### src/rtl/keep_zip_pkg.sv
// Shared definitions for the 4:1 sample zipper and unzipper.
// Both sides read the lane map from here so it cannot diverge.
package keep_zip_pkg;

    localparam int ZIP_LANES  = 4;
    localparam int ZIP_BYTE_W = 8;

    // Bit offset of each lane's symbol byte in the packed word, lane 0 first out.
    localparam logic [ZIP_LANES-1:0][4:0] LANE_LSB = {5'd0, 5'd24, 5'd16, 5'd8};

    localparam int EXPAND_TOP = 0;
    localparam int EXPAND_IQ  = 1;

    typedef enum logic {
        ST_EMPTY = 1'b0,
        ST_HOLD  = 1'b1
    } unzip_state_e;

endpackage

### src/rtl/zip_lane_expand.sv
// Expands one compressed 8-bit symbol into a 32-bit {I16,Q16} sample.
// Purely bitwise placement: no sign extension, rounding or saturation.
module zip_lane_expand
    import keep_zip_pkg::*;
(
    input  logic [ZIP_BYTE_W-1:0] sym,
    input  logic                  mode_iq,
    output logic [31:0]           sample
);

    always_comb begin
        sample = '0;
        if (mode_iq) begin
            sample = {sym[7:4], 12'h000, sym[3:0], 12'h000};
        end else begin
            sample = {sym, 24'h000000};
        end
    end

endmodule

### src/rtl/keep_one_in_n_unzip.sv
// Receive-side unzipper: one packed word of four symbols in, four expanded samples out,
// one per beat, with back-to-back words accepted on the last lane without a bubble.
module keep_one_in_n_unzip
    import keep_zip_pkg::*;
#(
    parameter int WIDTH       = 32,
    parameter int EXPAND_MODE = 0
) (
    input  logic             clk,
    input  logic             reset,
    input  logic [WIDTH-1:0] i_tdata,
    input  logic             i_tlast,
    input  logic             i_tvalid,
    output logic             i_tready,
    output logic [WIDTH-1:0] o_tdata,
    output logic             o_tlast,
    output logic             o_tvalid,
    input  logic             o_tready
);

    localparam logic       MODE_IQ   = (EXPAND_MODE == EXPAND_IQ);
    localparam logic [1:0] LAST_LANE = 2'(ZIP_LANES - 1);

    unzip_state_e     state_q, state_d;
    logic [1:0]       lane_q, lane_d;
    logic [WIDTH-1:0] word_q, word_d;
    logic             tlast_q, tlast_d;

    logic [ZIP_BYTE_W-1:0] lane_sym;
    logic [31:0]           lane_sample;
    logic                  in_fire;
    logic                  out_fire;
    logic                  on_last_lane;

    assign lane_sym     = word_q[LANE_LSB[lane_q] +: ZIP_BYTE_W];
    assign on_last_lane = (lane_q == LAST_LANE);

    zip_lane_expand u_expand (
        .sym     (lane_sym),
        .mode_iq (MODE_IQ),
        .sample  (lane_sample)
    );

    always_ff @(posedge clk or negedge reset) begin
        if (!reset) begin
            state_q <= ST_EMPTY;
            lane_q  <= 2'd0;
            word_q  <= '0;
            tlast_q <= 1'b0;
        end else begin
            state_q <= state_d;
            lane_q  <= lane_d;
            word_q  <= word_d;
            tlast_q <= tlast_d;
        end
    end

    // Ready only looks at o_tready, never at i_tvalid, so no handshake loop forms upstream.
    always_comb begin
        state_d  = state_q;
        lane_d   = lane_q;
        word_d   = word_q;
        tlast_d  = tlast_q;
        o_tvalid = 1'b0;
        o_tdata  = '0;
        o_tlast  = 1'b0;
        i_tready = (state_q == ST_EMPTY) | (o_tready & on_last_lane);
        in_fire  = i_tvalid & i_tready;
        out_fire = 1'b0;

        case (state_q)
            ST_EMPTY: begin
                if (in_fire) begin
                    word_d  = i_tdata;
                    tlast_d = i_tlast;
                    lane_d  = 2'd0;
                    state_d = ST_HOLD;
                end
            end
            ST_HOLD: begin
                o_tvalid = 1'b1;
                o_tdata  = lane_sample;
                o_tlast  = tlast_q & on_last_lane;
                out_fire = o_tready;
                if (out_fire) begin
                    if (!on_last_lane) begin
                        lane_d = lane_q + 2'd1;
                    end else if (in_fire) begin
                        word_d  = i_tdata;
                        tlast_d = i_tlast;
                        lane_d  = 2'd0;
                    end else begin
                        lane_d  = 2'd0;
                        state_d = ST_EMPTY;
                    end
                end
            end
            default: begin
                state_d = ST_EMPTY;
            end
        endcase
    end

endmodule

### config.mk
export PLATFORM = sky130hd
export DESIGN_NAME = keep_one_in_n_unzip
export DESIGN_NICKNAME = d
export VERILOG_FILES = /design/src/rtl/keep_zip_pkg.sv /design/src/rtl/zip_lane_expand.sv /design/src/rtl/keep_one_in_n_unzip.sv
export SDC_FILE = /design/constraint.sdc
export NUM_CORES = 1
export LEC_CHECK = 0
export CORE_MARGIN = 4
export CORE_UTILIZATION = 51
export DETAILED_ROUTE_END_ITERATION = 10
export HOLD_SLACK_MARGIN = 0.1
export PLACE_DENSITY = 0.85
export SLEW_MARGIN = 10
export SYNTH_ARGS = -nofsm -noshare
export SYNTH_HDL_FRONTEND = slang
export SYNTH_HIERARCHICAL = 1
export SYNTH_SLANG_ARGS = --single-unit
### constraint.sdc
create_clock -name clk -period 6.01 [get_ports clk]
set_clock_uncertainty 0.2 [all_clocks]
set_input_delay 1.202 -clock clk [delete_from_list [all_inputs] [get_ports clk]]
set_output_delay 1.202 -clock clk [all_outputs]
set_load 0.005 [all_outputs]
==> results.ini <==
[run_status]
status=complete, no violations

[drt]
drt_first_pass_iters=4
drt_iter0_drc=91
remaining_drc_errors=0
drt.antenna.violating_nets=0
vias=1747
drt-wirelength-per-cell_um=14.7
vias_per_cell=5.12
wl_um=5020

[logic_synthesis]
synth_seq_cells=36
synth_compound_area_frac=0.161
synth_xor_xnor_area_share=0
syn-cell-area_um2=2440
synth-simple-area-share=0.169
muxShareOfSynthArea=0.0948
synth_ff_type=dfrtp_1
synth_edf_count=0
synth_async_sr_flop_share=1.00
ys_seq_area_frac=0.369
yosysWarnings=6
synth_cell_types=23
synthTopCellsByArea=dfrtp_1 37%, and2_1 9.2%, mux4_1 8.6%
syn_avg_cell_area_um2=9.88
synth_top_area_share=0.369
yosys-top-cells-count=36 x and2_1, 36 x dfrtp_1, 36 x inv_1
synth_top_family_by_area=buffers and inverters
synthCells=247
synthAdderAreaFrac=0.0154
netlist.top_cell.by_area=dfrtp_1

[floorplanning]
dieWidth_um=77.2
fp.dieH_um=77.2
rows=24
coreArea_um2=4500
ioPinCount=72
dieArea_um2=5960
initial_core_util=0.542

[place]
dpl.hpwl_um=3600
finalWeightedCongestion=0.794
placement.io_buffers=47

[critical_path]
critPathSlowestCell=mux4_1
worst-endpoint-arrival_ns=2.77
path_cells=inv_1, ha_1, nor2_2, mux4_1, nor2b_1, and2_1, clkdlybuf4s50_1
critical_path_class=reg2out
crit_path_max_fanout=8
endpoint_kind=primary output
crit_required_ns=4.61
cp_top_family=simple AND/OR/NAND/NOR gates
cpPeakStageDelay_ns=0.65
startpoint_type=register
critical_path_buf_inv_count=2

[clock_network]
cts_setup_buffers=0
cts-htree-levels=2
clk_pin_slew_ns=0.07
cts_tree=yes
cts_sinks=36
post_cts_resized=0
numCtsBuffers=5
cts_root_buf=clkbuf_8
clock_path_buffers=2
cts_hold_buf=0
clk_latency_ns=0.28

[timing]
setup_viol=0
finalCritPeriodShare=0.695
finalCriticalPeriod_ns=4.17
fin_tns_setup_ns=0
final_hold_viol_count=0
fmax_ghz=0.240
rsz0062_at_grt=false
slew_headroom=0.389
worst_pin_slew_ns=0.917
drv_slew=0

[power_and_ir_drop]
p_comb_frac=0.514
clkPwrFrac=0.167
total_power_mw=1.38
cellPowerDensity_nw_per_um2=474
netSwitchingPower_uw=444
p_int_uw=940
switching_share=0.321
ir_drop_mv=0.231
seq_power_share=0.319
cellLeakagePower_nw=1.36

[grt]
track_usage=0.172
grt_pass1_vias=1708
grt_max_degree=41
grt_pass1_wl_um=8330
antenna_found_initial=0
overflow=0

[hold_path]
hp-class=reg2reg

[finish]
fin_nets=328
layout-drive-gt1-share=0.0969
area_growth_pct=19.6
diodes=0

[run]
maxCapViolations=0

## sequential cells by signal, summed over array words and instances, names as in the netlist
register	count
lane_q	2
tlast_q	1
state_q	1
word_q	32
## cell usage in the layout (no fill, tap or decap)
cell type and instances:
o32ai_2 10, or2_2 1, clkdlybuf4s50_1 47, and2_1 36, nor2_1 2, a32o_1 1, dfrtp_1 36, nand2_1 33
mux2_2 1, bufinv_16 1, clkbuf_8 7, a21boi_2 1, buf_4 5, mux2i_1 1, and3_1 2, nor2_2 1
nor2b_2 1, mux4_1 8, a22o_1 1, conb_1 28, ha_1 3, o32ai_1 23, nor2b_1 4, inv_1 36
## layout make-up
type / count / area, um2
repair buffers: 52 / 508
fillers: 360 / 1590
clock inverters: 1 / 30.0
flip-flops and latches: 36 / 901
inverters: 36 / 135
clock buffers: 7 / 96.3
multi-input cells: 157 / 1180
well taps: 52 / 65.1
## final timing paths
path | start | to | slack, ns | cells past startpoint
setup / recovery | lane_q[0] | o_tdata[26] | 1.84 | 7
hold / removal | tlast_q | tlast_q | 0.34 | 2
setup reg to reg | state_q | word_q[23] | 3.65 | 3
hold reg to reg | tlast_q | tlast_q | 0.34 | 2
max in group asynchronous | reset | lane_q[0] | 4.16 | 2
min in group asynchronous | reset | word_q[4] | 1.13 | 2
## worst reg2reg max path, cell delays in order (launching register included)
cell and delay [ns]:
dfrtp_1 0.73, nor2b_2 0.79, buf_4 0.39, o32ai_1 0.12
## cell families (layout without fill, tap and decap cells)
| kind of cell | after synthesis | after routing |
|---|---|---|
| AND/OR/NAND/NOR | 80 | 80 |
| buffers and inverters | 80 | 96 |
| AO/OA/AOI/OAI | 36 | 36 |
| flip-flops | 36 | 36 |
| multiplexers | 10 | 10 |
| adder cells (fa/ha/maj) | 3 | 3 |
| other | 2 | 28 |
## metal layers
metal	vias up	global-route usage	wire length (um)
li1	860	-	-
met2	82	0.276	2400
met5	-	0	0
met3	2	0.0504	401
met1	803	0.230	2190
met4	0	0.0356	24
## power by group through the flow
stage | clock [mW] | combinational [mW] | sequential (mW)
final | 0.231 | 0.712 | 0.442
after global routing | 0.244 | 0.781 | 0.457
after CTS | 0.234 | 0.714 | 0.440
after detailed placement | 0 | 0.710 | 0.443
after global placement | 0 | 0.685 | 0.436
after floorplan | 0 | 0.571 | 0.404
## per-stage QoR
| step | hold slack [ns] | instance area (um2) | utilization | instances | worst slack (ns) |
|---|---|---|---|---|---|
| finish | 0.340 | 2920 | 0.648 | 341 | 1.84 |
| global route | 0.369 | 2920 | 0.648 | 341 | 1.73 |
| CTS | 0.342 | 2920 | 0.648 | 341 | 1.82 |
| detailed placement | 0.331 | 2790 | 0.620 | 333 | 2.13 |
| global placement | 0.326 | 2790 | 0.620 | 333 | 2.18 |
| floorplan | 0.312 | 2540 | - | 273 | 2.79 |
(Power assumes the default switching activity.)
